==> config.mk <==
export PLATFORM = sky130hd
export DESIGN_NAME = fetch_sequencer
export DESIGN_NICKNAME = d
export VERILOG_FILES = /design/src/rtl/fetch_sequencer.sv
export SDC_FILE = /design/constraint.sdc
export NUM_CORES = 1
export LEC_CHECK = 0
export CAP_MARGIN = 20
export CORE_UTILIZATION = 48
export CTS_BUF_LIST = sky130_fd_sc_hd__clkbuf_8
export DETAILED_ROUTE_END_ITERATION = 10
export HOLD_SLACK_MARGIN = 0.03
export PLACE_DENSITY = 0.87
export SYNTH_ARGS = -nofsm -noshare
export SYNTH_HDL_FRONTEND = slang
export SYNTH_SLANG_ARGS = --single-unit
==> constraint.sdc <==
create_clock -name clk -period 4.4 [get_ports clk]
set_input_delay 0.88 -clock clk [delete_from_list [all_inputs] [get_ports clk]]
set_output_delay 0.88 -clock clk [all_outputs]
set_load 0.005 [all_outputs]
==> src/rtl/fetch_sequencer.sv <==
// Instruction fetch sequencer: owns the PC, issues one imem request at a time and
// hands each fetched word to decode over a valid/ready handshake, with redirect squash.
module fetch_sequencer #(
  parameter logic [15:0] RESET_PC  = 16'h0000,
  parameter logic [15:0] PC_STEP   = 16'd2,
  parameter logic [15:0] NOP_INSTR = 16'b0000100000000000,
  parameter logic [4:0]  HALT_OP   = 5'b00000
) (
  input  logic        clk,
  input  logic        rst,
  output logic        imem_req,
  output logic [15:0] imem_addr,
  input  logic [15:0] imem_rdata,
  input  logic        imem_done,
  input  logic        redirect,
  input  logic [15:0] redirect_pc,
  input  logic        id_ready,
  output logic        if_valid,
  output logic [15:0] if_instr,
  output logic [15:0] if_pc,
  output logic [15:0] if_pc_inc,
  output logic        halted,
  output logic        err
);

  typedef enum logic [2:0] {
    S_IDLE,
    S_REQ,
    S_SQUASH,
    S_HOLD,
    S_HALT
  } state_t;

  state_t      state;
  logic [15:0] pc;

  function automatic logic [15:0] pc_add(input logic [15:0] a);
    return a + PC_STEP;
  endfunction

  always_ff @(posedge clk) begin
    if (rst) begin
      state     <= S_IDLE;
      pc        <= RESET_PC;
      imem_req  <= 1'b0;
      imem_addr <= RESET_PC;
      if_valid  <= 1'b0;
      if_instr  <= NOP_INSTR;
      if_pc     <= RESET_PC;
      if_pc_inc <= pc_add(RESET_PC);
      halted    <= 1'b0;
      err       <= 1'b0;
    end else begin
      err <= 1'b0;
      case (state)
        S_IDLE: begin
          err       <= imem_done;
          imem_addr <= pc;
          imem_req  <= 1'b1;
          state     <= S_REQ;
        end
        S_REQ: begin
          if (imem_done) begin
            if (redirect) begin
              // Word belongs to the wrong path; restart at the target without dropping req.
              pc        <= redirect_pc;
              imem_addr <= redirect_pc;
            end else begin
              imem_req  <= 1'b0;
              if_valid  <= 1'b1;
              if_instr  <= imem_rdata;
              if_pc     <= imem_addr;
              if_pc_inc <= pc_add(imem_addr);
              pc        <= pc_add(imem_addr);
              state     <= S_HOLD;
            end
          end else if (redirect) begin
            pc    <= redirect_pc;
            state <= S_SQUASH;
          end
        end
        S_SQUASH: begin
          // The in-flight request must finish at its original address before retargeting.
          if (redirect) pc <= redirect_pc;
          if (imem_done) begin
            imem_addr <= redirect ? redirect_pc : pc;
            state     <= S_REQ;
          end
        end
        S_HOLD: begin
          err <= imem_done;
          if (redirect) begin
            if_valid  <= 1'b0;
            if_instr  <= NOP_INSTR;
            pc        <= redirect_pc;
            imem_addr <= redirect_pc;
            imem_req  <= 1'b1;
            state     <= S_REQ;
          end else if (id_ready) begin
            if_valid <= 1'b0;
            if_instr <= NOP_INSTR;
            if (if_instr[15:11] == HALT_OP) begin
              halted <= 1'b1;
              state  <= S_HALT;
            end else begin
              imem_addr <= pc;
              imem_req  <= 1'b1;
              state     <= S_REQ;
            end
          end
        end
        S_HALT: begin
        end
        default: state <= S_IDLE;
      endcase
    end
  end

endmodule

Word level (Yosys, flattened, before mapping). Cells that the tools add are included.

Register bits: 87. Input bits: 37. Output and inout bits: 68. Logic and storage cells: 76.

Add/subtract/negate cells: 1. Equality and inequality tests: 12. Multiplexer cells: 35. Bitwise gates (word level): 3. Reductions and logical operators: 15.

Operators by type and width (count): 2-to-1 mux 16 bit (13); case mux 16 bit (2 select lines) (2); case mux 16 bit (4 select lines) (1); 2-to-1 mux 3 bit (7); adder 16 x 2 -> 16 bit, second input constant (1); case mux 3 bit (5 select lines) (1); != test 3 bit, second input constant (4); AND reduction 5 bit (2); 2-to-1 mux 1 bit (9); != test 2 bit, second input constant (4); AND reduction 4 bit (2); equality test 3 x 2 -> 1 bit, second input constant (2); AND reduction 6 bit (1); OR reduction 2 bit (3); logical NOT 5 bit (1); nonzero test 2 bit (2); nonzero test 4 bit (1); equality test 3 x 1 -> 1 bit, second input constant (1); equality test 3 bit, second input constant (1); logical NOT 3 bit (1); inverter 1 bit (3); case mux 1 bit (3 select lines) (1); AND reduction 3 bit (1); nonzero test 3 bit (1); case mux 1 bit (2 select lines) (1).

Longest topological paths before layout.
Depth in word-level cells: 5. Mapped depth: 7. Depth with buffers taken out: 5.

Worst setup path after synthesis. OpenSTA, ideal clock, no wires.

Path kind: input to register. Start: input redirect. End: register if_instr[4]. Library setup time: 0.128 ns. Arrival: 2.056 ns. Data required time: 4.272 ns. Path slack: 2.216 ns. Stages on the path: 6. Path buffers: 2. Cell sequence: buf_2 -> or3b_1 -> a211o_2 -> buf_6 -> a22oi_2 -> nor2_1.

Longest elaborated chain between the ends: 2. Elaborated cells on any way between the ends: 5.

Ends and longest elaborated chain: start: declaration (line 15) `input logic redirect,`; != test 3 bit (no source line), or another cell as far along; AND reduction 4 bit (no source line) or case mux 16 bit (2 select lines) (tied branches); end signal: assignment (line 71) `if_instr <= imem_rdata;`; end: declaration (line 19) `output logic [15:0] if_instr,`.

Several ways; a longest one is shown, not always the timed one. A chain may end at the register's enable or synchronous reset.

Final worst setup path.
Start: input redirect. End: register imem_addr[15].

Longest elaborated chain between the ends: 3. Elaborated cells on any way between the ends: 8.

Ends and longest elaborated chain: 2-to-1 mux 16 bit; 2-to-1 mux 16 bit (line 85) `if (imem_done) begin`; case mux 16 bit (4 select lines) (line 55) `case (state)`; end signal: assignment (line 58) `imem_addr <= pc;`; end signal: assignment (line 86) `imem_addr <= redirect ? redirect_pc : pc;`; end signal: assignment (line 96) `imem_addr <= redirect_pc;`; end: declaration (line 12) `output logic [15:0] imem_addr,`.

Several ways; a longest one is shown, not always the timed one. The select of a mux whose other input is x is not followed.

==> impl_metrics.py <==
metrics = {
    "outcome": {
        "status": "finished clean",
    },
    "final_layout": {
        "finalInstanceArea_um2": 5220,
        "multi_input_area_um2": 2020,
        "drive_above_1_share": 0.0889,
        "area_delta_synth_final_pct": 30.5,
        "nFillCells": 637,
        "diodes": 0,
        "nNetsFinal": 574,
        "seq_area_um2": 1720,
        "stdcell_count": 642,
        "final_util": 0.661,
    },
    "place": {
        "gp_congestion": 0.904,
        "dp_cells": 627,
        "placed_cell_area_um2": 5000,
        "place_hpwl_um": 7770,
        "port-buffer-count": 104,
    },
    "critical_path": {
        "startpoint": "redirect",
        "required_ps": 4580,
        "crit_path_end_kind": "flip-flop",
        "cpMostUsedCell": "buf_4",
        "critical_path_class": "input port to flip-flop",
        "regToRegStartpoint": "state[1]",
        "crit_chain": "clkdlybuf4s50_1 -> buf_4 -> nand2_1 -> a221oi_4 -> buf_4 -> and2_0 -> buf_4 -> a211oi_1",
        "cp_max_fo": 17,
        "startpoint_type": "input port",
        "cp.arrival_ps": 3020,
        "crit_slowest_cell": "clkdlybuf4s50_1",
        "slowest_delay_ps": 540,
    },
    "synth": {
        "synth_ff_type": "dfxtp_1",
        "synth_area_leaders": "dfxtp_1 43%, a21oi_1 5.5%, a211oi_1 4.9%, nand2_1 4.7%, nor2_1 3.9%",
        "ys_types": 62,
        "yosysTopAreaCellShare": 0.431,
        "syn-cell-area_um2": 4000,
        "synth_common_cells": "86 x dfxtp_1, 50 x nand2_1, 44 x a21oi_1",
        "syn-num-nets": 491,
        "syn_inst": 453,
        "ys_warn_count": 0,
        "postSynth.asyncResetShare": 0,
        "ys_seq_area_frac": 0.431,
        "synth_edf_count": 0,
        "synth_area_leader_cell": "dfxtp_1",
        "syn_avg_cell_area_um2": 8.82,
        "ys_ff_latch": 86,
        "yosysMostFrequentCell": "dfxtp_1",
    },
    "clock_network": {
        "cts_tree": "done",
        "cts_sinks": 86,
        "clkLatencyLatePin_ps": 350,
        "cts_buffers": 9,
        "cts_resized": 0,
        "post_cts_buffers": 0,
        "ctsHoldBuffers": 0,
        "htree_levels": 3,
        "clockBufferDepth": 2,
        "clk_pin_slew_ps": 90,
        "clk_root_buffer_cell": "clkbuf_8",
    },
    "global_routing": {
        "track_usage": 0.260,
        "antenna_found_initial": 0,
        "grt_max_degree": 63,
        "grt_pass1_vias": 3647,
        "grt.overflow.total": 0,
        "grt_pass1_wl_um": 17800,
    },
    "drt": {
        "ant_nets": 0,
        "wl_um": 10900,
        "vias": 3830,
        "wl_per_cell_um": 17.0,
        "drc": 0,
        "vias_per_cell": 5.97,
        "dr.pass1.iters": 6,
        "first_iter_violations": 390,
    },
    "job": {
        "maxCapViolations": 0,
    },
    "timing": {
        "fin_crit_ps": 2830,
        "maxSlewViolCount": 0,
        "rsz0062_at_grt": "no",
        "tns_ps": 0,
        "max_slew_margin": 0.280,
        "worstMarginPinSlew_ps": 1080,
        "finalSetupViolCount": 0,
        "fin_crit_sh": 0.644,
        "fmax_mhz": 353,
        "finalHoldViolCount": 0,
        "finClkSkew_ps": 7.23,
    },
    "power": {
        "p_seq_frac": 0.485,
        "pwr_density_cell_nw_per_um2": 355,
        "netSwitchingPower_mw": 0.524,
        "swShare": 0.283,
        "comb_power_share": 0.191,
        "clock_power_share": 0.324,
        "leakage_nw": 1.78,
        "ir_worst_vdd_mv": 0.197,
        "p_int_mw": 1.33,
        "p_total_mw": 1.85,
    },
    "floorplan": {
        "die-area_um2": 8700,
        "io_pins": 105,
        "rows": 32,
        "die_w_um": 93.3,
        "initial_core_util": 0.507,
        "die_h_um": 93.3,
        "core_um2": 7890,
    },
    "worst_hold_path": {
        "hold_class": "flip-flop to flip-flop",
        "hold_start": "if_pc[8]",
    },
}
## power by group through the flow
stage / combinational [mW] / clock (mW) / sequential (mW)
global placement: 0.339 / 0 / 0.912
global route: 0.384 / 0.643 / 0.905
floorplan: 0.218 / 0 / 0.887
finish: 0.354 / 0.600 / 0.898
CTS: 0.352 / 0.604 / 0.896
detailed placement: 0.349 / 0 / 0.914
## registers in the layout (all words and copies together) (netlist names)
register and cells:
if_instr 16, imem_req 1, state 3, if_pc_inc 15, imem_addr 16, if_valid 1
if_pc 16, halted 1, pc 16, err 1
## layout by cell type (no fill, tap or decap), types with 2 or more instances in the layout
master             n
a22oi_2           10
nor3_1             8
clkbuf_8           9
a22oi_1           12
and3_1             2
o21ai_1            2
o21ai_0           13
a31oi_1            3
clkinv_2           2
mux2i_1           15
nor2_1            42
clkdlybuf4s50_1  103
a221oi_1           3
nand2b_1           5
nand3_1            7
bufinv_16          2
o22ai_1            8
nand2_1           50
xnor2_1            8
a311oi_1           3
or3_1              4
a211oi_1          26
buf_4              6
a21oi_1           44
nor2b_1            7
nor2_4             2
nand4_1            3
o2111a_1           2
and2_1             2
o21a_1             2
o21bai_1           4
inv_1              9
nor4_1             5
dfxtp_1           86
## cell type report
class | count | area share
Inverter | 9 | 0.00648
Timing Repair Buffer | 111 | 0.211
Tap cell | 102 | 0.0245
Clock inverter | 6 | 0.0166
Sequential cell | 86 | 0.330
Multi-Input combinational cell | 319 | 0.387
Clock buffer | 9 | 0.0238
## cells by family after synthesis
kind of cell / after synthesis / share of synthesized area
buf+inv: 48 / 0.0638
simple gates: 151 / 0.189
flops: 86 / 0.431
xor+xnor: 9 / 0.0197
compound gates: 143 / 0.256
mux: 15 / 0.0376
fa+ha+maj: 1 / 0.00313
## worst max-delay path: cells and delay by family
kind	cells	cell delay [ps]
AOI/OAI and AO/OA	2	340
buffers and inverters	4	1270
and+or+nand+nor	2	500
## layer usage
layer	GRT usage	vias to the layer above	share of wire
met4	0.105	0	0.031
met2	0.424	197	0.48
met1	0.326	1799	0.41
met3	0.0691	32	0.083
met5	0	-	0
li1	-	1802	-
## metrics by stage
stage               setup slack (ps)  hold slack, ps
floorplan                       2220             442
global placement                1320             442
detailed placement              1260             449
CTS                             1610             461
global route                    1420             475
finish                          1570             457
## worst paths after layout
kind	endpoint	slack, ps	depth (start not counted)
max	imem_addr[15]	1570	8
min	if_pc[8]	460	2
max reg2reg	imem_addr[15]	2110	6
min reg2reg	if_pc[8]	460	2
Note: power is estimated with default switching activity, not from simulation.
